[src/rtl/uart_frame_pkg.sv]
`default_nettype none
// ============================================================================
// Module      : uart_frame_pkg
// Description : Shared constants and FSM state encoding for the UART TX
//               frame scheduler.
// Revision    : 1.0 - initial release
// ============================================================================
package uart_frame_pkg;

  // First byte of every frame, lets the receiver resynchronise
  localparam logic [7:0] SYNC_BYTE = 8'hA5;

  // Non-payload bytes per frame: sync, id, length, checksum
  localparam int FRAME_OVH = 4;

  typedef enum logic [2:0] {
    S_IDLE    = 3'd0,
    S_SYNC    = 3'd1,
    S_ID      = 3'd2,
    S_LEN     = 3'd3,
    S_PAYLOAD = 3'd4,
    S_CSUM    = 3'd5,
    S_GAP     = 3'd6
  } state_e;

endpackage
`default_nettype wire

[src/rtl/rr_arb.sv]
`default_nettype none
// ============================================================================
// Module      : rr_arb
// Description : Round-robin arbiter over an eligibility mask. The search
//               starts one past the last granted requester; the pointer only
//               moves when the caller commits a grant.
// Revision    : 1.0 - initial release
// ============================================================================
module rr_arb #(
  parameter int NREQ = 2
) (
  input  logic            clk,
  input  logic            rst,
  input  logic [NREQ-1:0] elig_i,
  input  logic            upd_i,
  output logic [NREQ-1:0] gnt_o
);

  logic [1:0] last_q;
  logic       found;

  // Pick the first eligible requester at rotating offsets last+1 .. last+NREQ
  always_comb begin
    gnt_o = '0;
    found = 1'b0;
    for (int k = 1; k <= NREQ; k++) begin
      for (int j = 0; j < NREQ; j++) begin
        if (!found && (j == ((int'(last_q) + k) % NREQ)) && elig_i[j]) begin
          gnt_o[j] = 1'b1;
          found    = 1'b1;
        end
      end
    end
  end

  // Remember the winner so it drops to lowest priority next round
  always_ff @(posedge clk) begin
    if (rst) begin
      last_q <= 2'(NREQ - 1);
    end else if (upd_i) begin
      for (int j = 0; j < NREQ; j++) begin
        if (gnt_o[j]) last_q <= 2'(j);
      end
    end
  end

endmodule
`default_nettype wire

[src/rtl/uart_tx_sched.sv]
`default_nettype none
// ============================================================================
// Module      : uart_tx_sched
// Description : Shares the UART TX FIFO write port between NREQ requesters.
//               Each grant emits one complete frame
//               (sync, id, len, payload, xor checksum); a frame only starts
//               when the FIFO can absorb all of it.
// Revision    : 1.0 - initial release
// ============================================================================
module uart_tx_sched
  import uart_frame_pkg::*;
#(
  parameter int NREQ       = 2,
  parameter int FIFO_DEPTH = 4096,
  parameter int UW         = 12
) (
  input  logic              clk,
  input  logic              rst,
  input  logic [NREQ-1:0]   req,
  input  logic [NREQ*8-1:0] req_len,
  output logic [NREQ-1:0]   gnt,
  input  logic [NREQ-1:0]   pl_valid,
  input  logic [NREQ*8-1:0] pl_data,
  output logic [NREQ-1:0]   pl_ready,
  output logic              tx_fifo_wen,
  output logic [7:0]        tx_fifo_wdata,
  input  logic              tx_fifo_full,
  input  logic [UW-1:0]     tx_fifo_usedw,
  output logic              busy,
  output logic              frame_done,
  output logic [1:0]        cur_id
);

  state_e            state_q, state_d;
  logic [NREQ-1:0]   gnt_q;
  logic [1:0]        cur_id_q;
  logic [7:0]        len_q;
  logic [7:0]        rem_q;
  logic [7:0]        csum_q;
  logic              wen_q,   wen_d;
  logic [7:0]        wdata_q, wdata_d;

  logic [31:0]       w_free;
  logic [NREQ-1:0]   w_elig;
  logic [NREQ-1:0]   w_arb_gnt;
  logic              w_grant;
  logic [1:0]        w_win_idx;
  logic [7:0]        w_win_len;
  logic [7:0]        w_pl_byte;
  logic              w_xfer;

  // Free space seen by the scheduler; a full flag overrides a stale level
  always_comb begin
    w_free = tx_fifo_full ? 32'd0 : (32'(FIFO_DEPTH) - 32'(tx_fifo_usedw));
  end

  // A requester is eligible only if its whole frame fits right now
  for (genvar i = 0; i < NREQ; i++) begin : g_elig
    assign w_elig[i] = req[i] &&
                       (w_free >= (32'(req_len[8*i +: 8]) + 32'(FRAME_OVH)));
  end

  rr_arb #(
    .NREQ (NREQ)
  ) u_arb (
    .clk    (clk),
    .rst    (rst),
    .elig_i (w_elig),
    .upd_i  (w_grant),
    .gnt_o  (w_arb_gnt)
  );

  assign w_grant = (state_q == S_IDLE) && (|w_elig);

  // Decode the winner's index/length and the granted requester's payload byte
  always_comb begin
    w_win_idx = 2'd0;
    w_win_len = 8'd0;
    w_pl_byte = 8'd0;
    for (int j = 0; j < NREQ; j++) begin
      if (w_arb_gnt[j]) begin
        w_win_idx = 2'(j);
        w_win_len = req_len[8*j +: 8];
      end
      if (gnt_q[j]) w_pl_byte = pl_data[8*j +: 8];
    end
  end

  assign w_xfer = |(pl_valid & pl_ready);

  // State register
  always_ff @(posedge clk) begin
    if (rst) state_q <= S_IDLE;
    else     state_q <= state_d;
  end

  // Next-state logic; header/trailer states hold while the FIFO is full
  always_comb begin
    state_d = state_q;
    case (state_q)
      S_IDLE:    if (w_grant)       state_d = S_SYNC;
      S_SYNC:    if (!tx_fifo_full) state_d = S_ID;
      S_ID:      if (!tx_fifo_full) state_d = S_LEN;
      S_LEN:     if (!tx_fifo_full) state_d = (len_q == 8'd0) ? S_CSUM : S_PAYLOAD;
      S_PAYLOAD: if (w_xfer && (rem_q == 8'd1)) state_d = S_CSUM;
      S_CSUM:    if (!tx_fifo_full) state_d = S_GAP;
      S_GAP:     state_d = S_IDLE;
      default:   state_d = S_IDLE;
    endcase
  end

  // Output decode: FIFO write request for the current state plus status flags
  always_comb begin
    wen_d      = 1'b0;
    wdata_d    = wdata_q;
    pl_ready   = '0;
    busy       = (state_q != S_IDLE);
    frame_done = (state_q == S_GAP);
    case (state_q)
      S_SYNC: begin
        wen_d   = !tx_fifo_full;
        wdata_d = SYNC_BYTE;
      end
      S_ID: begin
        wen_d   = !tx_fifo_full;
        wdata_d = {6'b0, cur_id_q};
      end
      S_LEN: begin
        wen_d   = !tx_fifo_full;
        wdata_d = len_q;
      end
      S_PAYLOAD: begin
        pl_ready = gnt_q & {NREQ{!tx_fifo_full}};
        wen_d    = w_xfer;
        if (w_xfer) wdata_d = w_pl_byte;
      end
      S_CSUM: begin
        wen_d   = !tx_fifo_full;
        wdata_d = csum_q;
      end
      default: ;
    endcase
  end

  // Frame context captured at grant, payload bookkeeping, registered FIFO port
  always_ff @(posedge clk) begin
    if (rst) begin
      gnt_q    <= '0;
      cur_id_q <= 2'd0;
      len_q    <= 8'd0;
      rem_q    <= 8'd0;
      csum_q   <= 8'd0;
      wen_q    <= 1'b0;
      wdata_q  <= 8'd0;
    end else begin
      wen_q   <= wen_d;
      wdata_q <= wdata_d;
      if (w_grant) begin
        gnt_q    <= w_arb_gnt;
        cur_id_q <= w_win_idx;
        len_q    <= w_win_len;
        rem_q    <= w_win_len;
        // Seed the checksum with the header bytes that precede the payload
        csum_q   <= {6'b0, w_win_idx} ^ w_win_len;
      end else begin
        // Grant spans the CSUM write, which lands during GAP
        if (state_q == S_GAP) gnt_q <= '0;
        if (w_xfer) begin
          rem_q  <= rem_q - 8'd1;
          csum_q <= csum_q ^ w_pl_byte;
        end
      end
    end
  end

  assign gnt           = gnt_q;
  assign cur_id        = cur_id_q;
  assign tx_fifo_wen   = wen_q;
  assign tx_fifo_wdata = wdata_q;

endmodule
`default_nettype wire

[config.mk]
export PLATFORM = sky130hd
export DESIGN_NAME = uart_tx_sched
export DESIGN_NICKNAME = d
export VERILOG_FILES = /design/src/rtl/uart_frame_pkg.sv /design/src/rtl/rr_arb.sv /design/src/rtl/uart_tx_sched.sv
export SDC_FILE = /design/constraint.sdc
export NUM_CORES = 1
export LEC_CHECK = 0
export CAP_MARGIN = 20
export CELL_PAD_IN_SITES_DETAIL_PLACEMENT = 1
export CELL_PAD_IN_SITES_GLOBAL_PLACEMENT = 2
export CORE_MARGIN = 2
export CORE_UTILIZATION = 30
export CTS_BUF_LIST = sky130_fd_sc_hd__clkbuf_16
export CTS_CLUSTER_DIAMETER = 80
export DETAILED_ROUTE_END_ITERATION = 12
export PLACE_DENSITY_LB_ADDON = 0.1
export SYNTH_ARGS = -nofsm -noshare
export SYNTH_HDL_FRONTEND = slang
export SYNTH_SLANG_ARGS = --single-unit
[constraint.sdc]
create_clock -name clk -period 4.96 [get_ports clk]
set_clock_uncertainty 0.15 [all_clocks]
set_input_delay 0.992 -clock clk [delete_from_list [all_inputs] [get_ports clk]]
set_output_delay 0.992 -clock clk [all_outputs]
set_load 0.01 [all_outputs]
-- After elaboration in Yosys (flattened, before gate mapping)
Cells that the tools add are included.
- add/subtract/negate cells: 6
- $lt $le $gt $ge: 2
- equal/unequal tests: 16
- muxes and demuxes: 32
- bitwise gates (word level): 6
- reductions and logical operators: 30
- operators by type and width (operator ; number):
    two-way mux 8 bit ; 9
    greater-or-equal comparator 32 x 9 -> 1 bit ; 2
    zero test 32 bit ; 2
    case mux 8 bit (5 select lines) ; 1
    two-way mux 32 bit ; 1
    adder 8 x 3 -> 9 bit, second input constant ; 2
    two-way mux 3 bit ; 6
    case mux 3 bit (6 select lines) ; 1
    subtractor 13 x 12 -> 14 bit, first input constant ; 1
    != test 2 bit, second input constant ; 6
    logical AND 1 bit ; 11
    two-way mux 1 bit ; 10
    equality test 3 bit, second input constant ; 3
    equality test 8 x 1 -> 1 bit, second input constant ; 1
    zero test 8 bit ; 1
    subtractor 8 x 1 -> 8 bit, second input constant ; 1
    XOR 2 x 8 -> 8 bit ; 1
    XOR 8 bit ; 1
    equality test 3 x 2 -> 1 bit, second input constant ; 2
    two-way mux 2 bit ; 3
    AND reduction 6 bit ; 1
    nonzero test 2 bit ; 3
    nonzero test 5 bit ; 1
    AND 2 bit ; 2
    other kinds (12) ; 20
- register bits after elaboration: 41
- bits of input ports: 51
- output and inout port bits: 17
- logic and storage cells: 101

-- Logic depth before layout (Yosys ltp)
- depth in word-level cells: 21
- depth in mapped cells: 16
- depth with buffers taken out: 14

-- Hierarchy
Synthesis repeated with hierarchy kept, for this count alone.
- cell total of the unflattened synthesis: 385
- area total of the unflattened synthesis: 3079.2 µm²
- by module, submodules not included (module ; instances ; cells each ; area an instance (µm²) ; seq. area each (µm²)):
    uart_tx_sched ; 1 ; 378 ; 3017.9 ; 780.7
    rr_arb ; 1 ; 7 ; 61.3 ; 20.0

-- Least setup slack after synthesis
OpenSTA, ideal clock, no wires.
- path type: input to register
- start point: input port tx_fifo_usedw[4]
- end point: register rem_q[7]
- setup time: 0.086 ns
- data arrival time: 3.923 ns
- data required time: 4.724 ns
- slack: 0.801 ns
- stages: 14
- buffers on the path: 2
- cells stage by stage: nor3_1 nand2_1 or3_1 xnor2_1 nor2_1 ha_1 a41o_1 a221o_1 o311ai_0 and3_1 buf_6 clkbuf_1 a222oi_1 a211oi_1
- cells in the longest elaborated chain, start to end: 20
- elaborated cells between the ends (all ways): 28
- those cells by class: 1 x add/sub; 2 x order compare; 10 x mux; 15 x reduce/logical
- RTL lines (item ; line ; text):
    start, declared ; uart_tx_sched.sv:28 ; input logic [UW-1:0] tx_fifo_usedw,
    subtractor 13 x 12 -> 14 bit (*) ; uart_tx_sched.sv:54 ; w_free = tx_fifo_full ? 32'd0 : (32'(FIFO_DEPTH) - 32'(tx_fifo_usedw));
    two-way mux 32 bit (*) ; uart_tx_sched.sv:54 ;
    greater-or-equal comparator 32 x 9 -> 1 bit ; uart_tx_sched.sv:60 ; (w_free >= (32'(req_len[8*i +: 8]) + 32'(FRAME_OVH)));
    logical AND 1 bit ; uart_tx_sched.sv:59 ; assign w_elig[i] = req[i] &&
    logical AND 1 bit ; rr_arb.sv:28 ; if (!found && (j == ((int'(last_q) + k) % NREQ)) && elig_i[j]) begin
    two-way mux 1 bit ; rr_arb.sv:28 ;
    zero test 1 bit ; rr_arb.sv:28 ;
    logical AND 1 bit (2 in series) ; rr_arb.sv:28 ;
    two-way mux 1 bit ; rr_arb.sv:28 ;
    zero test 1 bit ; rr_arb.sv:28 ;
    logical AND 1 bit (2 in series) ; rr_arb.sv:28 ;
    two-way mux 1 bit ; rr_arb.sv:28 ;
    zero test 1 bit ; rr_arb.sv:28 ;
    logical AND 1 bit (2 in series) ; rr_arb.sv:28 ;
    two-way mux 1 bit ; rr_arb.sv:28 ;
    two-way mux 8 bit ; uart_tx_sched.sv:81 ; if (w_arb_gnt[j]) begin
    two-way mux 8 bit ; uart_tx_sched.sv:158 ; if (w_grant) begin
    end signal, assigned ; uart_tx_sched.sv:162 ; rem_q <= w_win_len;
    end signal, assigned ; uart_tx_sched.sv:169 ; rem_q <= rem_q - 8'd1;
    end, declared ; uart_tx_sched.sv:38 ; logic [7:0] rem_q;
Mark *: on every way between the ends. The rest lies on a longest branch, timed or not.
A chain may end at the register's enable or synchronous reset.

-- Worst setup path in the final report
- start point: input port tx_fifo_usedw[4]
- end point: register rem_q[2]
The elaborated chain is that of the path after synthesis.

==> impl_metrics.json <==
{
  "port_buffers": 66,
  "fin_crit_sh_pct": 93.3,
  "dr.pass1.iters": 5,
  "min_period_ps": 4630,
  "start_util_pct": 30.7,
  "synth_xor_area_share_pct": 4.17,
  "reg2reg_from": "state_q[2]$_SDFFE_PP0P_",
  "final_cell_mix": "65 x clkdlybuf4s50_1, 46 x nor2_1, 40 x dfxtp_1",
  "synth_flop_cell": "dfxtp_1",
  "cp.arrival_ps": 4700,
  "final_common_cell": "clkdlybuf4s50_1",
  "die-area_um2": 11300,
  "status": "completed",
  "h-tree-depth": 2,
  "stdcell_area_um2": 4180,
  "holdPathStages": 2,
  "end_kind": "flop",
  "cp.required_ps": 5030,
  "dp_cells": 593,
  "final_antenna_net_count": 0,
  "syn_area_um2": 3150,
  "worstRegToRegCells": 7,
  "synth.net_count": 472,
  "pin_count": 68,
  "clock_latency_ps": 280,
  "antenna_cells": 0,
  "synth-seq-cells": 40,
  "avgSynthCellArea_um2": 7.92,
  "grt_pass1_vias": 3317,
  "wirelength_mm": 10.9,
  "final_max_slew_viol_count": 0,
  "drv_cap": 0,
  "synth_top_family_by_area": "compound AO/OA/AOI/OAI gates",
  "worst_slew_pin_slew_ps": 810,
  "clkSinkCount": 40,
  "seq_area_frac_synth_pct": 25.4,
  "hold_slack_ps": 324,
  "vias_per_cell": 5.48,
  "p_total_mw": 1.25,
  "cts_root_buffer": "clkbuf_16",
  "grt_antenna_before_repair": 0,
  "cp-start-kind": "input pin",
  "holdPathEnd": "len_q[7]$_SDFFE_PP0P_",
  "path_clk_slew_ps": 60,
  "nets": 538,
  "yosys_warnings": 0,
  "final_hold_viol_count": 0,
  "leakagePower_nw": 1.63,
  "synth.distinct_cells": 54,
  "cp_max_fo": 5,
  "grt_max_degree": 41,
  "wire_per_inst_um": 18.1,
  "dpl_cell_area_um2": 4020,
  "drive_gt1_share_pct": 8.82,
  "rsz0062_at_grt": "true",
  "area_growth_pct": 32.7,
  "drtIter0Drc": 139,
  "core.rowCount": 37,
  "cts_tree": "done",
  "r2r_slack_ps": 2260,
  "die_y_um": 106,
  "coreArea_um2": 10300,
  "max_freq_mhz": 216,
  "dpl.hpwl_mm": 8.58,
  "grt.overflow.total": 0,
  "grt_util_all_layers_pct": 19.6,
  "grt_pass1_wl_mm": 17.6,
  "muxShareOfSynthArea_pct": 0.318,
  "clk_path_buf_depth": 2,
  "async_flop_share_pct": 0,
  "cts_buffers": 5,
  "drc": 0,
  "vdd_drop_max_uv": 120,
  "synth_cells": 398,
  "synth-edff-count": 0,
  "finalSetupViolations": 0,
  "synthAdderAreaFrac_pct": 9.13,
  "r2r_end": "csum_q[4]$_SDFFE_PP0P_",
  "tns_ps": 0,
  "slew_headroom_pct": 46.0,
  "hp-class": "reg2reg",
  "die_w_um": 106,
  "worstHoldStart": "len_q[7]$_SDFFE_PP0P_",
  "synthSimpleGateAreaFrac_pct": 20.0,
  "via_count": 3296,
  "synth_compound_area_share_pct": 33.6,
  "gp_congestion": 0.881,
  "powerDensity_nw_per_um2": 298,
  "fin_cells": 601,
  "holdBufCountCts": 0,
  "critical_path_class": "in2reg"
}
[synthesized netlist by cell type, drive strengths merged (2+ instances only)]
cell / instances / area, µm²
nor2: 46 / 173
dfxtp: 40 / 801
inv: 31 / 116
ha: 23 / 288
nand3: 23 / 115
a21oi: 22 / 110
nand2: 21 / 78.8
clkbuf: 17 / 63.8
a211oi: 14 / 118
a22oi: 14 / 105
a31oi: 13 / 81.3
a221o: 9 / 90.1
a22o: 8 / 70.1
o311a: 8 / 80.1
xor2: 8 / 70.1
a31o: 7 / 61.3
buf: 7 / 48.8
xnor2: 7 / 61.3
nor3: 6 / 30.0
a21o: 5 / 37.5
and2: 5 / 31.3
and3: 5 / 31.3
nor2b: 5 / 31.3
o21ai: 5 / 28.8
a2111oi: 4 / 60.1
a221oi: 4 / 35.0
a222oi: 4 / 40.0
or3: 4 / 25.0
nand4: 3 / 18.8
nor3b: 3 / 22.5
nor4: 3 / 18.8
o2111ai: 3 / 26.3
o311ai: 3 / 26.3
o211ai: 2 / 15.0
or2: 2 / 12.5
[registers in the layout, indices dropped and copies added, names as in the netlist]
signal         cells
csum_q             8
len_q              8
rem_q              8
tx_fifo_wdata      8
state_q            3
gnt                2
cur_id             1
tx_fifo_wen        1
u_arb.last_q       1
[worst max-delay path, stage by stage]
cell	delay [ps]
clkdlybuf4s50_1	420
nor3_1	370
nand2_1	120
or3_1	340
xnor2_1	140
nor2_1	80
ha_1	300
and2_1	160
nor3b_1	250
o311ai_0	250
and3_1	360
a2111oi_2	580
a221o_1	200
o311a_1	160
[stage by stage]
step / setup slack, ps / util [%]
final: 330 / 40.7
after global placement: 55.8 / 39.1
after detailed placement: 43.0 / 39.1
after floorplan: 801 / -
after CTS: 302 / 40.7
after global routing: -48.1 / 40.7
[cell type report]
type	instances	area [µm²]
clock buffers	5	125
clock inverters	3	38.8
fillers	1263	6100
inverters	31	116
multi-input cells	303	2120
flip-flops and latches	40	801
well taps	136	170
repair buffers	83	808
[how the worst max path moves through the flow]
stage / from / to / slack, ps / cells past startpoint
finish: tx_fifo_usedw[4] / rem_q[2]$_SDFFE_PP0P_ / 330 / 14
floorplan: tx_fifo_usedw[4] / rem_q[7]$_SDFFE_PP0P_ / 800 / 14
CTS: tx_fifo_usedw[4] / rem_q[2]$_SDFFE_PP0P_ / 300 / 14
global route: tx_fifo_usedw[4] / rem_q[2]$_SDFFE_PP0P_ / -50 / 14
global placement: tx_fifo_usedw[4] / rem_q[2]$_SDFFE_PP0P_ / 60 / 14
detailed placement: tx_fifo_usedw[4] / rem_q[2]$_SDFFE_PP0P_ / 40 / 14
[per-layer routing]
| layer | wire [µm] | global-route usage, % |
|---|---|---|
| met5 | 0 | 0 |
| met4 | 191 | 5.01 |
| met3 | 237 | 1.84 |
| met2 | 5340 | 34.1 |
| met1 | 5120 | 26.1 |
[timing repair]
| action | in CTS | in global routing |
|---|---|---|
| setup buffers | 0 | 0 |
| setup endpoints to repair | 0 | 4 |
| gates resized for setup | 0 | 0 |
[cell families (layout without fill, tap and decap cells)]
logic type / count (synthesis) / after routing
AND/OR/NAND/NOR: 131 / 131
adder cells (fa/ha/maj): 23 / 23
AO/OA/AOI/OAI: 132 / 132
buffers and inverters: 55 / 122
other: 1 / 1
flip-flops: 40 / 40
multiplexers: 1 / 1
XOR/XNOR: 15 / 15
[power breakdown]
group | leakage [nW] | switching (mW) | internal (mW)
clock network | 0.0850 | 0.128 | 0.235
registers | 0.328 | 0.0398 | 0.366
logic | 1.22 | 0.256 | 0.222
total | 1.63 | 0.424 | 0.823
(Power assumes the default switching activity.)
